$ cat src/rtl/ts_usb_in_arbiter_if.sv
// EP3 USB IN buffer bundle: write port, commit/acknowledge handshake and
// buffer-free flag. The arbiter drives it through the master modport and the
// USB endpoint side sees it through the slave modport.
interface ts_usb_in_arbiter_if;
  logic [10:0] ep3_usb_in_addr;
  logic [7:0]  ep3_usb_in_data;
  logic        ep3_usb_in_wren;
  logic        ep3_usb_in_commit;
  logic        ep3_usb_in_ready;
  logic        ep3_usb_in_commit_ack;
  logic [10:0] ep3_usb_in_commit_len;

  modport master (
    output ep3_usb_in_addr,
    output ep3_usb_in_data,
    output ep3_usb_in_wren,
    output ep3_usb_in_commit,
    output ep3_usb_in_commit_len,
    input  ep3_usb_in_ready,
    input  ep3_usb_in_commit_ack
  );

  modport slave (
    input  ep3_usb_in_addr,
    input  ep3_usb_in_data,
    input  ep3_usb_in_wren,
    input  ep3_usb_in_commit,
    input  ep3_usb_in_commit_len,
    output ep3_usb_in_ready,
    output ep3_usb_in_commit_ack
  );
endinterface

$ cat src/rtl/ts_usb_in_arbiter.sv
// Commit-granular round-robin arbiter: two TS byte FIFOs share the EP3 USB IN
// buffer. Each grant copies exactly commit_len bytes from one FIFO into the
// buffer, then raises commit and waits for the (synchronised) acknowledge or
// a timeout. Source 0 wins the first tie after reset.
// Optional feature macro: TS_ARB_STATS_EN builds the per-source byte
// counters bytes0/bytes1; without it both are tied to zero.
module ts_usb_in_arbiter #(
  parameter int TIMEOUT = 64,
  parameter int MAX_LEN = 1024
) (
  input  logic                 clk,
  input  logic                 reset,
  input  logic [10:0]          commit_len,
  input  logic [14:0]          src0_usedw,
  input  logic [7:0]           src0_q,
  output logic                 src0_rdreq,
  input  logic [14:0]          src1_usedw,
  input  logic [7:0]           src1_q,
  output logic                 src1_rdreq,
  ts_usb_in_arbiter_if.master  ep3,
  output logic [1:0]           grant,
  output logic [15:0]          acked,
  output logic [7:0]           timeouts,
  output logic [29:0]          bytes0,
  output logic [29:0]          bytes1
);

  localparam int                WAIT_W    = $clog2(TIMEOUT + 1);
  localparam logic [11:0]       MAX_LEN_L = 12'(MAX_LEN);
  localparam logic [WAIT_W-1:0] WAIT_LAST = WAIT_W'(TIMEOUT);

  typedef enum logic [1:0] {
    IDLE     = 2'd0,
    READ     = 2'd1,
    DRAIN    = 2'd2,
    WAIT_ACK = 2'd3
  } state_t;

  state_t state;
  state_t next_state;

  logic [10:0]       len_q;     // commit length latched at grant time
  logic [10:0]       rd_cnt;    // reads issued in the current grant
  logic [10:0]       addr;      // EP3 write address
  logic              wren;      // rdreq delayed one cycle: q is valid now
  logic              commit;
  logic              last;      // 1: source 1 owned the previous commit
  logic [WAIT_W-1:0] wait_cnt;

  logic ack_s1;
  logic ack_s2;
  logic ack_s3;
  logic ack_rise;

  logic len_ok;
  logic elig0;
  logic elig1;
  logic sel;          // source picked if a grant happens this cycle
  logic start;
  logic commit_set;
  logic finish_ack;
  logic finish_to;

  // A source is eligible only when a whole legal commit is already queued
  // and the buffer is free, so READ never has to stall.
  assign len_ok = (commit_len != 11'd0) && ({1'b0, commit_len} <= MAX_LEN_L);
  assign elig0  = len_ok && ep3.ep3_usb_in_ready && (src0_usedw >= {4'd0, commit_len});
  assign elig1  = len_ok && ep3.ep3_usb_in_ready && (src1_usedw >= {4'd0, commit_len});

  // On a tie the source that did not own the last commit wins.
  assign sel = (elig0 && elig1) ? ~last : elig1;

  // State register.
  always_ff @(posedge clk) begin
    // NOTE: sequential state uses non-blocking assignments so every register
    // samples the pre-edge values regardless of block ordering.
    if (reset) begin
      state <= IDLE;
    end else begin
      state <= next_state;
    end
  end

  // Next-state decode plus the FIFO read strobes and one-cycle event flags.
  always_comb begin
    // NOTE: every signal gets a default first so no path can infer a latch.
    next_state = state;
    src0_rdreq = 1'b0;
    src1_rdreq = 1'b0;
    start      = 1'b0;
    commit_set = 1'b0;
    finish_ack = 1'b0;
    finish_to  = 1'b0;
    case (state)
      IDLE: begin
        if (elig0 || elig1) begin
          start      = 1'b1;
          next_state = READ;
        end
      end
      READ: begin
        src0_rdreq = grant[0];
        src1_rdreq = grant[1];
        if (rd_cnt == len_q - 11'd1) begin
          next_state = DRAIN;
        end
      end
      DRAIN: begin
        commit_set = 1'b1;
        next_state = WAIT_ACK;
      end
      WAIT_ACK: begin
        // An ack that lands on the timeout cycle still counts as an ack.
        if (ack_rise) begin
          finish_ack = 1'b1;
          next_state = IDLE;
        end else if (wait_cnt == WAIT_LAST) begin
          finish_to  = 1'b1;
          next_state = IDLE;
        end
      end
      default: next_state = IDLE;
    endcase
  end

  // Ownership, latched commit length and round-robin history.
  always_ff @(posedge clk) begin
    if (reset) begin
      grant <= 2'b00;
      len_q <= 11'd0;
      last  <= 1'b1;
    end else if (start) begin
      grant <= sel ? 2'b10 : 2'b01;
      len_q <= commit_len;
    end else if (finish_ack || finish_to) begin
      last  <= grant[1];
      grant <= 2'b00;
    end
  end

  // Read counter: 0..len_q-1 while in READ.
  always_ff @(posedge clk) begin
    if (reset) begin
      rd_cnt <= 11'd0;
    end else if (start) begin
      rd_cnt <= 11'd0;
    end else if (state == READ) begin
      rd_cnt <= rd_cnt + 11'd1;
    end
  end

  // Write pipeline: wren follows rdreq by one cycle; the address holds at
  // len_q-1 after the last write instead of running past the commit.
  always_ff @(posedge clk) begin
    if (reset) begin
      wren <= 1'b0;
      addr <= 11'd0;
    end else begin
      wren <= src0_rdreq | src1_rdreq;
      if (start) begin
        addr <= 11'd0;
      end else if (wren && (addr != len_q - 11'd1)) begin
        addr <= addr + 11'd1;
      end
    end
  end

  // Commit level and the acknowledge wait counter.
  always_ff @(posedge clk) begin
    if (reset) begin
      commit   <= 1'b0;
      wait_cnt <= '0;
    end else if (commit_set) begin
      commit   <= 1'b1;
      wait_cnt <= '0;
    end else if (finish_ack || finish_to) begin
      commit   <= 1'b0;
    end else if (state == WAIT_ACK) begin
      wait_cnt <= wait_cnt + 1'b1;
    end
  end

  // commit_ack comes from the USB clock: two flops for metastability, a
  // third for edge detection, and a registered rising-edge pulse.
  always_ff @(posedge clk) begin
    if (reset) begin
      ack_s1   <= 1'b0;
      ack_s2   <= 1'b0;
      ack_s3   <= 1'b0;
      ack_rise <= 1'b0;
    end else begin
      ack_s1   <= ep3.ep3_usb_in_commit_ack;
      ack_s2   <= ack_s1;
      ack_s3   <= ack_s2;
      ack_rise <= ack_s2 & ~ack_s3;
    end
  end

  // Handshake statistics: acked wraps, timeouts saturates.
  always_ff @(posedge clk) begin
    if (reset) begin
      acked    <= 16'd0;
      timeouts <= 8'd0;
    end else begin
      if (finish_ack) begin
        acked <= acked + 16'd1;
      end
      if (finish_to && (timeouts != 8'hFF)) begin
        timeouts <= timeouts + 8'd1;
      end
    end
  end

`ifdef TS_ARB_STATS_EN
  // Per-source byte counters, one count per buffer write of the owner.
  always_ff @(posedge clk) begin
    if (reset) begin
      bytes0 <= 30'd0;
      bytes1 <= 30'd0;
    end else if (wren) begin
      if (grant[0]) begin
        bytes0 <= bytes0 + 30'd1;
      end
      if (grant[1]) begin
        bytes1 <= bytes1 + 30'd1;
      end
    end
  end
`else
  assign bytes0 = 30'd0;
  assign bytes1 = 30'd0;
`endif

  // Buffer-side outputs; data is the owning FIFO's read port.
  assign ep3.ep3_usb_in_addr       = addr;
  assign ep3.ep3_usb_in_data       = grant[1] ? src1_q : (grant[0] ? src0_q : 8'd0);
  assign ep3.ep3_usb_in_wren       = wren;
  assign ep3.ep3_usb_in_commit     = commit;
  assign ep3.ep3_usb_in_commit_len = len_q;

endmodule

$ cat src/flat_wrapper.sv
// flat-port wrapper written by rule: the top's interface ports become plain ports
module ts_usb_in_arbiter_flat 
#(
  parameter int TIMEOUT = 64,
  parameter int MAX_LEN = 1024
)
  (clk, reset, commit_len, src0_usedw, src0_q, src0_rdreq, src1_usedw, src1_q, src1_rdreq, grant, acked, timeouts, bytes0, bytes1, ep3_ep3_usb_in_addr, ep3_ep3_usb_in_data, ep3_ep3_usb_in_wren, ep3_ep3_usb_in_commit, ep3_ep3_usb_in_commit_len, ep3_ep3_usb_in_ready, ep3_ep3_usb_in_commit_ack);
  ts_usb_in_arbiter_if ep3_i ();
  input  logic clk;
  input  logic reset;
  input  logic [10:0] commit_len;
  input  logic [14:0] src0_usedw;
  input  logic [7:0] src0_q;
  output logic src0_rdreq;
  input  logic [14:0] src1_usedw;
  input  logic [7:0] src1_q;
  output logic src1_rdreq;
  output logic [1:0] grant;
  output logic [15:0] acked;
  output logic [7:0] timeouts;
  output logic [29:0] bytes0;
  output logic [29:0] bytes1;
  output wire logic [$bits(ep3_i.ep3_usb_in_addr)-1:0] ep3_ep3_usb_in_addr;
  output wire logic [$bits(ep3_i.ep3_usb_in_data)-1:0] ep3_ep3_usb_in_data;
  output wire logic [$bits(ep3_i.ep3_usb_in_wren)-1:0] ep3_ep3_usb_in_wren;
  output wire logic [$bits(ep3_i.ep3_usb_in_commit)-1:0] ep3_ep3_usb_in_commit;
  output wire logic [$bits(ep3_i.ep3_usb_in_commit_len)-1:0] ep3_ep3_usb_in_commit_len;
  input wire logic [$bits(ep3_i.ep3_usb_in_ready)-1:0] ep3_ep3_usb_in_ready;
  input wire logic [$bits(ep3_i.ep3_usb_in_commit_ack)-1:0] ep3_ep3_usb_in_commit_ack;
  assign ep3_ep3_usb_in_addr = ep3_i.ep3_usb_in_addr;
  assign ep3_ep3_usb_in_data = ep3_i.ep3_usb_in_data;
  assign ep3_ep3_usb_in_wren = ep3_i.ep3_usb_in_wren;
  assign ep3_ep3_usb_in_commit = ep3_i.ep3_usb_in_commit;
  assign ep3_ep3_usb_in_commit_len = ep3_i.ep3_usb_in_commit_len;
  assign ep3_i.ep3_usb_in_ready = ep3_ep3_usb_in_ready;
  assign ep3_i.ep3_usb_in_commit_ack = ep3_ep3_usb_in_commit_ack;
  ts_usb_in_arbiter #(.TIMEOUT(TIMEOUT), .MAX_LEN(MAX_LEN)) u_core (.clk(clk), .reset(reset), .commit_len(commit_len), .src0_usedw(src0_usedw), .src0_q(src0_q), .src0_rdreq(src0_rdreq), .src1_usedw(src1_usedw), .src1_q(src1_q), .src1_rdreq(src1_rdreq), .ep3(ep3_i), .grant(grant), .acked(acked), .timeouts(timeouts), .bytes0(bytes0), .bytes1(bytes1));
endmodule
$ cat config.mk
export PLATFORM = sky130hd
export DESIGN_NAME = ts_usb_in_arbiter_flat
export DESIGN_NICKNAME = d
export VERILOG_FILES = /design/src/rtl/ts_usb_in_arbiter_if.sv /design/src/rtl/ts_usb_in_arbiter.sv /design/src/flat_wrapper.sv
export SDC_FILE = /design/constraint.sdc
export NUM_CORES = 1
export LEC_CHECK = 0
export CAP_MARGIN = 40
export CORE_MARGIN = 3
export CORE_UTILIZATION = 49
export DETAILED_ROUTE_END_ITERATION = 16
export PLACE_DENSITY = 0.83
export SYNTH_ARGS = -nofsm -noshare
export SYNTH_HDL_FRONTEND = slang
export SYNTH_SLANG_ARGS = --single-unit
$ cat constraint.sdc
create_clock -name clk -period 6.9 [get_ports clk]
set_clock_uncertainty 0.1 [all_clocks]
set_input_delay 1.38 -clock clk [delete_from_list [all_inputs] [get_ports clk]]
set_output_delay 1.38 -clock clk [all_outputs]
set_load 0.005 [all_outputs]
==> results.toml, run 1 <==
[route]
num_vias = 4121
via_per_inst = 5.14
drtIter0Drc = 136
ant_nets = 0
drt_pre_antenna_iters = 4
drc = 0
routed_wl_um = 11500
wl_per_cell_um = 14.3

[critical_path]
slowest_delay_ps = 530
cpMostUsedCell = "a21o_1"
reg2reg_slack_ps = 3680
critPathKind = "in -> reg"
required_ps = 7080
end_kind = "flop"
crit_end = "u_core.ep3.ep3_usb_in_addr[8]"
timing.rr.start = "u_core.ep3.ep3_usb_in_commit_len[0]"
cp.arrival_ps = 4420
crit_slowest_cell = "nand2_1"
critPathLaunch = "commit_len[2]"
timing.rr.end = "u_core.ep3.ep3_usb_in_addr[7]"
r2r.worst_path.cells = 9
critPathLaunchType = "input pin"
cp_max_fo = 21
path_cells = "clkdlybuf4s50_1, inv_1, ha_1, a21o_1, a21o_1, a221o_1, a311o_1, o21ai_1, nand2_1, a21oi_2"

[worst_hold_path]
hold_class = "reg -> reg"

[timing]
fin_tns_setup_ps = 0
fin_crit_ps = 4230
fin_ws_ps = 2670
rsz0062_at_grt = "false"
slew_headroom_pct = 45.9
fin_crit_sh_pct = 61.4
worstMarginPinSlew_ps = 809
fmax_mhz = 236
drv_slew = 0
finalSetupViolCount = 0
hold_viol = 0

[run_status]
status = "finished clean"

[layout]
regArea_um2 = 1500
num_antenna_cells = 0
fin_nets = 762
drive_above_1_share_pct = 5.94
fin_cells = 802
multi_input_area_um2 = 2990
postLayoutCoreUtil_pct = 65.1
final_cell_mix = "clkdlybuf4s50_1 (120), dfxtp_1 (75), nor2_1 (61)"
final_common_cell = "clkdlybuf4s50_1"
syn_to_final_growth_pct = 25.9
fill_cells = 796

[place]
place_ws_ps = 2270
dp.cells = 786
place.gp.congestion = 0.824
dp.final_hpwl_um = 9080
io_buffers = 120

[power]
p_per_area_nw_per_um2 = 190
p_leak_nw = 2.49
power.total_mw = 1.17
ir_drop_mv = 0.121

[global_routing]
grt_max_degree = 43
use_met2_pct = 33.3
track_usage_pct = 19.4
grt.met1_usage_pct = 23.6
busiest_layer = "met2"
antenna_found_initial = 0
grt_pass1_wl_um = 18200
grt_pass1_vias = 3917
gr-total-overflow = 0
grtUsageMet3_pct = 6.25

[synth]
syn_inst = 555
ys_seq_elements = 75
synth_area_um2 = 4890
ys_warn_count = 0
synth_edf_count = 0
async_flop_share_pct = 0
synthFlopType = "dfxtp_1"
ys_seq_area_share_pct = 30.7
synth_cell_types = 63
syn_area_per_cell_um2 = 8.82

[cts]
clk_pin_slew_worst_paths_ps = 90
cts_htree_levels = 3
cts_setup_buffers = 0
cts_hold_buf = 0
clk-insertion-delay-late_ps = 350
cts_tree = "built"
cts_max_path_buffers = 2
clock_sinks = 75
post_cts_resized = 0
clock-root-buffer = "clkbuf_8"
cts_buffers = 9

[die]
rows = 35
dieArea_um2 = 11200
core_um2 = 9460
die_y_um = 106
io-pin-count = 181
die_w_um = 106
initial_utilization_pct = 51.7

[run]
cap_violations = 0
==> cell families after synthesis <==
group	Yosys count	share of synthesized area, %
adder cells (fa/ha/maj)	33	8.44
buffers and inverters	103	12.7
flip-flops	75	30.7
AO/OA/AOI/OAI	73	10.9
multiplexers	20	4.14
XOR/XNOR	66	12.9
other	1	0.0766
AND/OR/NAND/NOR	184	20.1
==> state kept, by name, indices dropped and copies added, names as in the netlist, 2 cells and up <==
signal / count
u_core.acked: 16
u_core.ep3.ep3_usb_in_addr: 11
u_core.ep3.ep3_usb_in_commit_len: 11
u_core.grant: 2
u_core.rd_cnt: 11
u_core.state: 2
u_core.timeouts: 8
u_core.wait_cnt: 7
==> worst max-delay path: cells and delay by family <==
family | cells | cell delay (ps)
AO/OA/AOI/OAI | 6 | 1600
buffers and inverters | 2 | 600
AND/OR/NAND/NOR | 1 | 530
adder cells (fa/ha/maj) | 1 | 310
==> worst min path at each step <==
stage                     slack, ps           from         endpoint  depth (start not counted)
after floorplan                 270  u_core.ack_s3  u_core.ack_rise                          1
after global routing            310  u_core.ack_s3  u_core.ack_rise                          1
after detailed placement        280  u_core.ack_s3  u_core.ack_rise                          1
after CTS                       290  u_core.ack_s3  u_core.ack_rise                          1
final                           280  u_core.ack_s3  u_core.ack_rise                          1
after global placement          280  u_core.ack_s3  u_core.ack_rise                          1
==> metrics by stage <==
| step | hold slack, ps | instance area, um2 |
|---|---|---|
| after floorplan | 267 | 5110 |
| after global placement | 277 | 5960 |
| after detailed placement | 277 | 5960 |
| after CTS | 292 | 6160 |
| after global routing | 309 | 6160 |
| final | 284 | 6160 |
==> routing by layer <==
| layer | part of all wire (%) | routed length, um | vias to the layer above |
|---|---|---|---|
| met2 | 48 | 5570 | 139 |
| met3 | 7.6 | 875 | 14 |
| met4 | 1.2 | 142 | 0 |
| met1 | 43 | 4910 | 1923 |
| met5 | 0 | 0 | - |
| li1 | - | - | 2045 |
==> power breakdown <==
| part | internal (mW) | switching [mW] | total [mW] |
|---|---|---|---|
| sequential | 0.452 | 0.0311 | 0.483 |
| combinational | 0.177 | 0.163 | 0.340 |
| clock | 0.178 | 0.166 | 0.345 |
==> layout make-up <==
class / count / area share [%]
tap: 129 / 2.62
clock buffer: 11 / 2.30
sequential: 75 / 24.4
inverter: 25 / 1.52
timing repair buffer: 121 / 19.6
clock inverter: 5 / 0.975
multi-input combinational: 436 / 48.6
==> synthesized netlist by cell type (8+ instances only) <==
library cell / count / area share, %
nand3_1: 16 / 1.6
inv_1: 25 / 1.9
nand2_1: 25 / 1.9
a22o_1: 8 / 1.4
nand4_1: 11 / 1.4
buf_4: 60 / 9.2
nor2_1: 61 / 4.7
a21oi_1: 11 / 1.1
xor2_1: 34 / 6.1
mux2i_1: 18 / 3.7
dfxtp_1: 75 / 31
clkbuf_1: 15 / 1.2
xnor2_1: 28 / 5.0
ha_1: 33 / 8.4
and3_1: 15 / 1.9
No activity file was read; power rests on OpenSTA's default activity.
==> run 2, diff against run 1 <==
- CORE_UTILIZATION: 49 -> 45
- PLACE_DENSITY: 0.83 -> 0.77
- clock period: 6.9 -> 3.91 ns (I/O delays scaled with it)
==> run 2 against run 1 <==
Sequential share of layout area decreased by 0.059 points. Register-to-register slack got worse by 3000 ps. Critical path type unchanged. Largest power group unchanged. Die area increased by 8.4%.
==> results.toml, run 2 (synthesized netlist as in run 1, its figures left out) <==
[run_status]
status = "finished clean"

[global_routing]
track_usage_pct = 18.0
antenna_found_initial = 0
gr-total-overflow = 0
grt_max_degree = 28
grt_pass1_wl_um = 17800
grt_pass1_vias = 3994

[layout]
num_antenna_cells = 0
syn_to_final_growth_pct = 26.2
drive_above_1_share_pct = 6.09
fin_nets = 764
regArea_um2 = 1500
max_flop_register = "u_core.acked"
multi_input_area_um2 = 2990
fill_cells = 937
final_cell_mix = "clkdlybuf4s50_1 (120), dfxtp_1 (75), nor2_1 (61)"
final_common_cell = "clkdlybuf4s50_1"
fin_area_um2 = 6170
largest_reg_flops = 16

[cts]
post_cts_resized = 0
clk_pin_slew_worst_paths_ps = 70
clock_sinks = 75
cts_setup_buffers = 0
cts_buffers = 9
clock-root-buffer = "clkbuf_8"
clk-insertion-delay-late_ps = 350
cts_htree_levels = 3
cts_hold_buf = 0
cts_max_path_buffers = 2
cts_tree = "built"

[route]
via_per_inst = 5.10
num_vias = 4124
ant_nets = 0
routed_wl_um = 11500
drc = 0
drt_pre_antenna_iters = 4
drtIter0Drc = 181
wl_per_cell_um = 14.2

[power]
ir_drop_mv = 0.186
p_leak_nw = 2.49
p_per_area_nw_per_um2 = 328

[worst_hold_path]
hold_class = "reg -> reg"
hp-start = "u_core.ack_s3"

[die]
die_y_um = 110
rows = 37
die_w_um = 110
core_um2 = 10500
io-pin-count = 181
dieArea_um2 = 12200
initial_utilization_pct = 46.8

[place]
place.gp.congestion = 0.834
io_buffers = 120
place_area_um2 = 5990
dp.final_hpwl_um = 9200

[timing]
hold_viol = 0
slew_headroom_pct = 55.7
fin_tns_setup_ps = 0
fmax_mhz = 300
drv_slew = 0
fin_crit_sh_pct = 85.4
rsz0062_at_grt = "false"
finalSetupViolCount = 0
fin_crit_ps = 3340
worstMarginPinSlew_ps = 662

[critical_path]
slowest_delay_ps = 510
required_ps = 4080
cp_max_fo = 4
timing.rr.start = "u_core.ep3.ep3_usb_in_commit_len[0]"
crit_slowest_cell = "clkdlybuf4s50_1"
cp.arrival_ps = 3500
critPathKind = "in -> reg"
end_kind = "flop"
critPathLaunch = "commit_len[2]"
path_cells = "clkdlybuf4s50_1, inv_1, ha_1, a21o_1, a21o_1, a221o_1, a311o_1, o21ai_1, mux2_2, nor2_1"
cpMostUsedCell = "a21o_1"
critPathLaunchType = "input pin"

[run]
cap_violations = 0
## run 2: cell types whose count changed in the layout (fill, tap and decap cells not counted), sizes merged
cell    delta
inv        -1
clkbuf     -2
clkinv     +1
buf        +2
## run 2: final cells by class
class                   count  area share [%]
multi-input cells         436            48.5
repair buffers            123            20.0
well taps                 136            2.76
clock buffers               9            2.01
clock inverters             5           0.912
inverters                  25            1.52
flip-flops and latches     75            24.3
## run 2: worst paths after layout
kind	end	slack (ps)	depth (start not counted)
setup / recovery	u_core.grant[0]	570	10
setup reg to reg	u_core.ep3.ep3_usb_in_addr[9]	700	9
hold / removal	u_core.ack_rise	290	1
hold reg to reg	u_core.ack_rise	290	1
## run 2: through the flow
step,util [%],hold slack [ps],power [mW],instances,worst slack (ps)
2_1_floorplan,-,267,1.30,614,905
3_3_place_gp,57.3,273,1.45,795,305
3_5_place_dp,57.3,283,1.47,795,248
4_1_cts,59.0,293,2.04,809,608
5_1_grt,59.0,303,2.14,809,453
6_report,59.0,290,2.03,809,572
## run 2: worst max-delay path, delay by kind of cell
kind            cells  cell delay [ps]
compound gates      5             1370
simple gates        1               80
mux                 1              370
fa+ha+maj           1              310
buf+inv             2              590
## run 2: power breakdown
part | switching (mW) | total, mW | internal, mW
sequential | 0.0535 | 0.850 | 0.797
clock | 0.281 | 0.567 | 0.287
combinational | 0.287 | 0.608 | 0.320
## run 2: metal layers
metal  vias to the layer above  part of all wire, %  GRT usage (%)
met2                       135                   49           32.1
li1                       2036                    -              -
met5                         -                    0              0
met3                         6                  8.5           5.24
met4                         0                 0.54           3.34
met1                      1947                   42           21.7
==> run 3, diff against run 2 <==
- CTS_CLUSTER_SIZE: not set -> 12
==> results of run 3 <==
The final DEF is identical to that of run 2; final timing and power are the same.
